**src/rtl/telemetry_frame_rx.sv**
```systemverilog
// 8N1 UART receiver that assembles 4-byte guidance telemetry frames {pos_y, pos_x, vel_y, vel_x}.
// Optional inter-byte gap timeout is compiled in with `define FRAME_TIMEOUT_EN.
//
// state     | meaning
// ----------+-----------------------------------------------------------
// IDLE      | line idle, waiting for a falling edge on rx_s
// START     | counting to the start-bit centre, rejects glitches
// DATA      | sampling 8 data bits LSB-first at bit centres
// STOP      | sampling the stop bit; accept byte or flag framing error
// WAIT_HIGH | after a framing error, hold off until the line returns high
module telemetry_frame_rx #(
    parameter int CLK_FREQ     = 50000000,
    parameter int BAUD_RATE    = 9600,
    parameter int TIMEOUT_BITS = 20
) (
    input  logic       clk,
    input  logic       reset,
    input  logic       rx,
    output logic [7:0] pos_y,
    output logic [7:0] pos_x,
    output logic [7:0] vel_y,
    output logic [7:0] vel_x,
    output logic       frame_valid,
    output logic       frame_err
);
    localparam int BAUD_DIV = CLK_FREQ / BAUD_RATE;
    localparam int CNT_W    = $clog2(BAUD_DIV + 1);
    localparam logic [CNT_W-1:0] HALF_LOAD = CNT_W'(BAUD_DIV / 2 - 1);
    localparam logic [CNT_W-1:0] FULL_LOAD = CNT_W'(BAUD_DIV - 1);

    if (BAUD_DIV < 4 || TIMEOUT_BITS < 1) begin : g_bad_params
        $error("telemetry_frame_rx: BAUD_DIV must be >= 4 and TIMEOUT_BITS >= 1");
    end

    typedef enum logic [2:0] {IDLE, START, DATA, STOP, WAIT_HIGH} state_t;

    state_t           state;
    logic             rx_m;
    logic             rx_s;
    logic [CNT_W-1:0] baud_cnt;
    logic [2:0]       bit_cnt;
    logic [7:0]       shreg;
    logic [1:0]       idx;
    logic [7:0]       stg0;
    logic [7:0]       stg1;
    logic [7:0]       stg2;

`ifdef FRAME_TIMEOUT_EN
    localparam int GAP_MAX = TIMEOUT_BITS * BAUD_DIV;
    localparam int GAP_W   = $clog2(GAP_MAX + 1);
    localparam logic [GAP_W-1:0] GAP_LAST = GAP_W'(GAP_MAX - 1);
    logic [GAP_W-1:0] gap_cnt;
`endif

    always_ff @(posedge clk) begin
        if (reset) begin
            rx_m        <= 1'b1;
            rx_s        <= 1'b1;
            state       <= IDLE;
            baud_cnt    <= '0;
            bit_cnt     <= '0;
            shreg       <= '0;
            idx         <= '0;
            stg0        <= '0;
            stg1        <= '0;
            stg2        <= '0;
            pos_y       <= '0;
            pos_x       <= '0;
            vel_y       <= '0;
            vel_x       <= '0;
            frame_valid <= 1'b0;
            frame_err   <= 1'b0;
`ifdef FRAME_TIMEOUT_EN
            gap_cnt     <= '0;
`endif
        end else begin
            rx_m        <= rx;
            rx_s        <= rx_m;
            frame_valid <= 1'b0;
            frame_err   <= 1'b0;

            case (state)
                IDLE: begin
                    if (!rx_s) begin
                        baud_cnt <= HALF_LOAD;
                        state    <= START;
                    end
                end
                START: begin
                    if (baud_cnt != '0) begin
                        baud_cnt <= baud_cnt - 1'b1;
                    end else if (rx_s) begin
                        state <= IDLE;
                    end else begin
                        baud_cnt <= FULL_LOAD;
                        bit_cnt  <= '0;
                        state    <= DATA;
                    end
                end
                DATA: begin
                    if (baud_cnt != '0) begin
                        baud_cnt <= baud_cnt - 1'b1;
                    end else begin
                        shreg    <= {rx_s, shreg[7:1]};
                        baud_cnt <= FULL_LOAD;
                        bit_cnt  <= bit_cnt + 3'd1;
                        if (bit_cnt == 3'd7) state <= STOP;
                    end
                end
                STOP: begin
                    if (baud_cnt != '0) begin
                        baud_cnt <= baud_cnt - 1'b1;
                    end else if (rx_s) begin
                        state <= IDLE;
                        idx   <= idx + 2'd1;
                        case (idx)
                            2'd0: stg0 <= shreg;
                            2'd1: stg1 <= shreg;
                            2'd2: stg2 <= shreg;
                            default: begin
                                // Whole frame lands in one edge so readers never see a mix.
                                pos_y       <= stg0;
                                pos_x       <= stg1;
                                vel_y       <= stg2;
                                vel_x       <= shreg;
                                frame_valid <= 1'b1;
                            end
                        endcase
                    end else begin
                        frame_err <= 1'b1;
                        idx       <= '0;
                        state     <= WAIT_HIGH;
                    end
                end
                WAIT_HIGH: begin
                    if (rx_s) state <= IDLE;
                end
                default: state <= IDLE;
            endcase

`ifdef FRAME_TIMEOUT_EN
            // Placed after the FSM so a timeout overrides idx even if a start bit arrives now.
            if (state == STOP && baud_cnt == '0 && rx_s) begin
                gap_cnt <= '0;
            end else if (state == IDLE && idx != 2'd0) begin
                if (gap_cnt == GAP_LAST) begin
                    gap_cnt <= '0;
                    idx     <= '0;
                end else begin
                    gap_cnt <= gap_cnt + 1'b1;
                end
            end
`endif
        end
    end
endmodule

```
**config.mk**
```make
export PLATFORM = sky130hd
export DESIGN_NAME = telemetry_frame_rx
export DESIGN_NICKNAME = d
export VERILOG_FILES = /design/src/rtl/telemetry_frame_rx.sv
export SDC_FILE = /design/constraint.sdc
export NUM_CORES = 1
export LEC_CHECK = 0
export ABC_AREA = 1
export CAP_MARGIN = 30
export CORE_MARGIN = 4
export CORE_UTILIZATION = 50
export CTS_BUF_LIST = sky130_fd_sc_hd__clkbuf_4
export DETAILED_ROUTE_END_ITERATION = 7
export PLACE_DENSITY = 0.81
export SETUP_SLACK_MARGIN = 0.3
export SYNTH_ARGS = -nofsm -noshare
export SYNTH_HDL_FRONTEND = slang
export SYNTH_SLANG_ARGS = --single-unit
```
**constraint.sdc**
```tcl
create_clock -name clk -period 2 [get_ports clk]
set_input_delay 0.2 -clock clk [delete_from_list [all_inputs] [get_ports clk]]
set_output_delay 0.2 -clock clk [all_outputs]
set_load 0.05 [all_outputs]
```
Word-level counts from Yosys, hierarchy flattened
Cells that the tools add are included.

word-level totals
  flip-flop bits (word level) = 89
  bits of input ports = 3
  output and inout bits = 34
  word-level logic and storage cells = 78

cells by class
  add/subtract/negate cells = 3
  equality and inequality tests = 16
  multiplexer cells = 22
  bitwise operators = 4
  reductions and logical operators = 17

operator list
  cell                     count
  $mux W13                 5
  $pmux W13 S4             1
  $mux W3                  10
  $reduce_and A4 Y1        6
  $ne A2 B2 Y1 const B     8
  $pmux W3 S5              1
  $reduce_bool A13 Y1      1
  $sub A13 B1 Y13 const B  1
  $eq A3 B2 Y1 const B     2
  $eq A3 B3 Y1 const B     2
  $pmux W3 S2              1
  $reduce_and A6 Y1        1
  $reduce_or A3 Y1         2
  $mux W2                  2
  $not A1 Y1               4
  $reduce_and A2 Y1        2
  $reduce_bool A4 Y1       1
  $reduce_or A4 Y1         1
  $add A3 B1 Y3 const B    1
  $eq A3 B1 Y1 const B     1
  $logic_not A3 Y1         1
  $ne A3 B3 Y1 const B     1
  $add A2 B1 Y2 const B    1
  $eq A2 B1 Y1 const B     1
  4 further kinds          5

Longest topological paths before layout
Gate-level depths: netlist of the first run.

  word-level depth = 4
  mapped depth = 11
  gate-level depth less buffers = 10

Worst setup path after synthesis of the first run
Ideal clock, no wire load.

  path kind = reg2reg
  start point = reg baud_cnt[0]
  end point = reg baud_cnt[12]
  library setup time = 71 ps
  data arrival time = 1,439 ps
  required time = 1,929 ps
  path slack = 490 ps
  stages on the path, launching flop included = 11
  path buffers = 1
  clock period less this slack = 1,510 ps
  path through = dfxtp_1 inv_1 ha_1 inv_1 nor2_8 nand3_4 nand2_2 nor2_4 buf_6 nand3_1 a21oi_1

between the ends
  longest elaborated chain between the ends = 3
  elaborated cells on any way between the ends = 9
  classes of those cells = add/sub (1); eq/ne (2); mux (4); reduce/logical (2)

ends and longest elaborated chain
  what                                                           RTL line  RTL
  from (decl)                                                    40        logic [CNT_W-1:0] baud_cnt;
  from (signal assigned)                                         91        baud_cnt <= baud_cnt - 1'b1;
  from (signal assigned)                                         102       baud_cnt <= baud_cnt - 1'b1;
  from (signal assigned)                                         112       baud_cnt <= baud_cnt - 1'b1;
  $sub A13 B1 Y13 / $reduce_bool A13 Y1 (equally long branches)  --
  $mux W13 (tied with other cells)                               111       if (baud_cnt != '0) begin
  $pmux W13 S4 / $reduce_and A4 Y1 (equally long branches)       --

Parallel ways exist; a longest one is shown, timed or not. The select of a mux whose other input is x is not followed.
A chain may end at the register's enable or synchronous reset.

Final worst setup path of the first run
  start point = reg baud_cnt[4]
  end point = reg baud_cnt[0]

between the ends
  longest elaborated chain between the ends = 3
  elaborated cells on any way between the ends = 7
  classes of those cells = eq/ne (2); mux (3); reduce/logical (2)

ends and longest elaborated chain
  what                                                                RTL line
  $reduce_bool A13 Y1 (*)                                             90, 101, 111
  $ne A3 B3 Y1 (no line) (tied with other cells)                      --
  $reduce_and A4 Y1 (no line) / $pmux W13 S4 (equally long branches)  --

Every way passes the cells marked *; elsewhere a longest branch is shown, timed or not.

==> flow_summary.toml, run 1 <==
[sta]
rsz0062_at_grt = "true"
slew_headroom_pct = 57.9
whs_ps = 309
drv_slew = 0
fmax_ghz = 0.597
period_minus_slack_ps = 1680
hold_viol_final = 0
setup_violations = 0
finClkSkew_ps = 17.6
min_period_over_period_pct = 83.8
final.setup.tns_ps = 0
tightest_slew_ps = 632

[yosys]
synth_common_cells = "89 x dfxtp_1, 71 x nor2_1, 66 x inv_1"
ys_warn_count = 0
yosysSeqAreaShare_pct = 46.1
syn_nets = 508
synth_cells = 497
async_reset_ff_share_pct = 0
syn_avg_cell_area_um2 = 7.77
synth_top_area_share_pct = 46.1
synth_most_common_cell = "dfxtp_1"
synth_seq_cells = 89
synth_area_leaders = "dfxtp_1 46%, o21ai_0 8.0%, a21oi_1 7.9%"
synth-main-ff-cell = "dfxtp_1"
synth_cell_types = 31
syn_area_um2 = 3860
synth.largest_area_cell = "dfxtp_1"
synth_enable_flop_cells = 0

[run]
drv_cap = 0

[setup_path]
cp-end-kind = "register"
path_class = "register to register"
worstSetupStartpoint = "baud_cnt[4]"
required_ps = 2350
critPathArrivalTime_ps = 2030
rr_startpoint = "baud_cnt[4]"
worstSetupStartpointType = "register"
worst-path-max-fanout = 6

[power]
powerDensity_nw_per_um2 = 1160
p_leak_nw = 1.98
vdd_drop_max_v = 0.00122

[detailed_routing]
antenna_left = 0
vias = 3520
wl_per_cell_um = 14.3
first_pass_iters = 5
via_per_inst = 5.36
remaining_drc_errors = 0
totalWireLength_um = 9410
drtIter0Drc = 313

[clock_network]
clk_pin_slew_ps = 130
cts.sinks = 89
htreeDepth = 3
clock-root-buffer = "clkbuf_4"
cts_tree = "yes"
numCtsBuffers = 9
cts.path.max_buffers = 2
insertion_delay_ps = 450
cts_hold_buf = 0

[placed_design]
place_congestion = 0.879
io_buffers = 36
hpwl_um = 5690

[final_layout]
antenna_cells = 0
syn_to_final_growth_pct = 21.9
fin_nets = 565
final_layout_size_suffix_gt1_share_pct = 19.4

[floorplan]
start_util_pct = 52.4
die_h_um = 95.9
dieArea_um2 = 9190
io_pins = 37
row_count = 31
die_w_um = 95.9
core_um2 = 7370

[min_path]
min_path_type = "input pin to register"
hold_start = "rx"

[global_routing]
grt_pass1_vias = 3320
gr-total-overflow = 0
antenna_found_initial = 0
grt_usage_pct = 20.2
grt_pass1_wl_um = 14600
grt_start_max_net_pins = 42

[run_status]
status = "completed"
-- layout by cell type, fill, tap and decap left out, types with 3 or more instances in the layout --
cell type / instances
a21oi_1: 56
a21oi_2: 5
buf_4: 23
clkbuf_4: 9
clkinvlp_4: 3
dfxtp_1: 78
dfxtp_2: 9
dlygate4sd2_1: 34
ha_1: 7
inv_1: 62
inv_2: 5
inv_4: 3
nand2_1: 32
nand2_2: 9
nand2_4: 3
nand3_1: 14
nand3_4: 7
nor2_1: 67
nor2_2: 4
nor2_4: 8
nor3_1: 7
o21ai_0: 45
o21ai_1: 32
o21ai_2: 3
xor2_1: 5
-- area by class of cell --
cell class	count	area, µm²
Fill cell	627	2660
Clock buffer	9	67.6
Multi-Input combinational cell	321	1860
Sequential cell	89	1800
Inverter	71	279
Tap cell	99	124
Clock inverter	6	43.8
Timing Repair Buffer	62	533
-- through the flow --
step	power (mW)	utilization, %	cell area, µm²	cells	setup WS, ps
after floorplan	3.65	-	3860	497	490
after global placement	3.95	58.2	4290	620	230
after detailed placement	4.04	58.2	4290	620	167
after CTS	5.08	60.6	4470	643	300
after global routing	5.81	63.9	4710	657	226
final	5.46	63.9	4710	657	325
-- worst paths after layout --
check,endpoint,slack [ps],depth (start not counted)
setup reg to reg,baud_cnt[0],320,10
setup / recovery,baud_cnt[0],320,10
hold / removal,rx_m,310,2
hold reg to reg,rx_s,430,1
-- repair_timing --
action,4_1_cts,5_1_grt
gates resized for setup,49,57
gates cloned,1,2
hold endpoints to repair,0,0
setup buffers,7,12
endpoints found under the setup margin,99,81
pin swaps,5,13
-- cells by family after synthesis --
| group | after synthesis | share of synthesized area, % |
|---|---|---|
| and+or+nand+nor | 159 | 20.7 |
| AOI/OAI and AO/OA | 144 | 18.9 |
| buffers and inverters | 90 | 10.1 |
| DFF | 89 | 46.1 |
| adders and majority gates | 8 | 2.59 |
| xor gates and xnor gates | 7 | 1.59 |
-- per-layer routing --
metal / vias up / GRT usage, % / wire [µm]
met2: 127 / 36.4 / 4900
met1: 1630 / 23.0 / 3680
met5: - / 0 / 0
met3: 30 / 5.00 / 572
li1: 1733 / - / -
met4: 0 / 7.23 / 254
-- worst max-delay path, cell delays in order (launching register included) --
cell and delay [ps]:
dfxtp_4 390, nor2_4 150, nand2_4 100, nor2_8 180, nand3_4 100, nor2_4 120
nor2_4 50, buf_4 130, buf_4 150, o21ai_1 130, a21oi_1 60
-- where the power goes --
group | total (mW) | switching [mW] | internal (mW)
Combinational | 2.44 | 1.50 | 0.943
Clock | 0.868 | 0.618 | 0.250
Sequential | 2.15 | 0.210 | 1.94
-- state kept, by name, indices dropped and copies added (netlist names), 8 cells and up --
| register | count |
|---|---|
| baud_cnt | 13 |
| shreg | 8 |
| vel_x | 8 |
| stg0 | 8 |
| pos_x | 8 |
| stg1 | 8 |
| stg2 | 8 |
| vel_y | 8 |
| pos_y | 8 |
Note: power is estimated with default switching activity, not from simulation.
==> inputs of run 2 (changes only) <==
- clock period: 2 -> 1.69 ns (I/O delays scaled with it)
==> run 2 against run 1 <==
Against the previous run: sequential cell count unchanged; final cell count up 0.91%; clock power up 27%; total power up 32%; die area unchanged; largest power group unchanged.
==> flow_summary.toml, run 2 (synthesis gave the netlist of run 1 again) <==
[run_status]
status = "completed"

[sta]
rsz0062_at_grt = "true"
tightest_slew_ps = 378
drv_slew = 0
whs_ps = 300
hold_viol_final = 0
slew_headroom_pct = 74.8
period_minus_slack_ps = 1600
setup_violations = 0
min_period_over_period_pct = 94.9
fmax_ghz = 0.624
finClkSkew_ps = 17.1

[global_routing]
grt_pass1_vias = 3299
use_met1_pct = 23.7
antenna_found_initial = 0
grt_util_met2_pct = 38.2
grtUsageMet3_pct = 5.24
grt_usage_pct = 21.1
gr-total-overflow = 0
grt.busiest_layer = "met2"
grt_pass1_wl_um = 15100
grt_start_max_net_pins = 77

[final_layout]
antenna_cells = 0
layout.cells.non_filler = 663
final_common_cell = "dfxtp_1"
regMostFlops = "baud_cnt"
final_cell_mix = "74 x dfxtp_1, 58 x inv_1, 56 x nor2_1"
final_layout_size_suffix_gt1_share_pct = 33.9
fin_nets = 570
syn_to_final_growth_pct = 27.9
largest_register_ffs = 13
fillers = 595

[min_path]
min_path_type = "input pin to register"

[clock_network]
clk_pin_slew_ps = 140
insertion_delay_ps = 450
cts_tree = "yes"
numCtsBuffers = 9
cts_hold_buf = 0
cts.path.max_buffers = 2
cts.sinks = 89
clock-root-buffer = "clkbuf_4"
htreeDepth = 3

[detailed_routing]
remaining_drc_errors = 0
wl_per_cell_um = 14.7
first_pass_iters = 4
via_per_inst = 5.36
totalWireLength_um = 9730
antenna_left = 0
drtIter0Drc = 199
vias = 3556

[setup_path]
cp-end-kind = "register"
critPathArrivalTime_ps = 1980
crit_slowest_cell = "dfxtp_2"
cp_top_family = "buffers and inverters"
required_ps = 2060
max_stage_delay_ps = 370
crit_chain = "inv_2 > ha_4 > inv_4 > nor2_8 > nand3_4 > buf_6 > nand2_2 > nor2_4 > buf_6 > o21ai_0 > a21oi_1"
cp_num_buf_inv = 4
path_common_cell = "buf_6"
worst-path-max-fanout = 6
worstSetupStartpointType = "register"
rrSetupSlack_ps = 90
path_class = "register to register"

[floorplan]
io_pins = 37
dieArea_um2 = 9190
core_um2 = 7370
die_w_um = 95.9
start_util_pct = 52.4
die_h_um = 95.9
row_count = 31

[placed_design]
io_buffers = 36
post-place-cells = 632
place_congestion = 0.891
hpwl_um = 5930

[power]
powerDensity_nw_per_um2 = 1450
vdd_drop_max_v = 0.00111
p_leak_nw = 1.97

[run]
drv_cap = 0
[run 2: cell count changes in the layout (fill, tap and decap cells not counted), sizes merged, moves of 2 or more]
| cell | before | now |
|---|---|---|
| buf | 26 | 50 |
| clkbuf | 9 | 11 |
| dlygate4sd2 | 34 | 0 |
| nand2 | 45 | 47 |
| nand3 | 23 | 21 |
| clkdlybuf4s18 | 0 | 3 |
| clkdlybuf4s15 | 0 | 10 |
[run 2: power by group]
| group | switching (mW) | leakage, nW | internal [mW] |
|---|---|---|---|
| combinational | 2.10 | 1.18 | 1.41 |
| clock | 0.762 | 0.0611 | 0.336 |
| sequential | 0.244 | 0.727 | 2.32 |
| total | 3.11 | 1.97 | 4.07 |
[run 2: cell type report]
cell class	instances	area (µm²)	share of cell area (%)
repair buffers	66	553	11.2
repair inverters	1	7.51	0.152
clock buffers	10	75.1	1.52
flip-flops and latches	89	1820	36.8
multi-input cells	321	2030	41.1
well taps	99	124	2.51
inverters	71	279	5.65
clock inverters	6	51.3	1.04
[run 2: per-stage QoR]
step / setup WS [ps] / instance area (µm²) / util, % / power (mW) / TNS (ps)
after floorplan: 218 / 3910 / - / 4.37 / 0
after global placement: 103 / 4450 / 60.4 / 4.97 / 0
after detailed placement: 49.7 / 4450 / 60.4 / 5.07 / 0
after CTS: 136 / 4850 / 65.8 / 6.66 / 0
after global routing: -4.33 / 4940 / 67.0 / 7.58 / -4.33
final: 86.9 / 4940 / 67.0 / 7.18 / 0
[run 2: timing repair]
item / in CTS / in global routing
pin swaps: 32 / 24
endpoints found under the setup margin: 118 / 109
setup buffers: 8 / 2
gates cloned: 3 / 2
gates resized for setup: 156 / 99
[run 2: per-layer routing]
layer | vias to the layer above | routed length, µm
met5 | - | 0
met3 | 24 | 506
met1 | 1673 | 3930
met4 | 0 | 227
li1 | 1745 | -
met2 | 114 | 5060
[run 2: worst paths after layout]
check | startpoint | to | cells past startpoint
setup reg to reg | baud_cnt[1] | baud_cnt[0] | 11
hold reg to reg | stg2[2] | stg2[2] | 2
hold / removal | rx | rx_m | 2
setup / recovery | baud_cnt[1] | baud_cnt[0] | 11
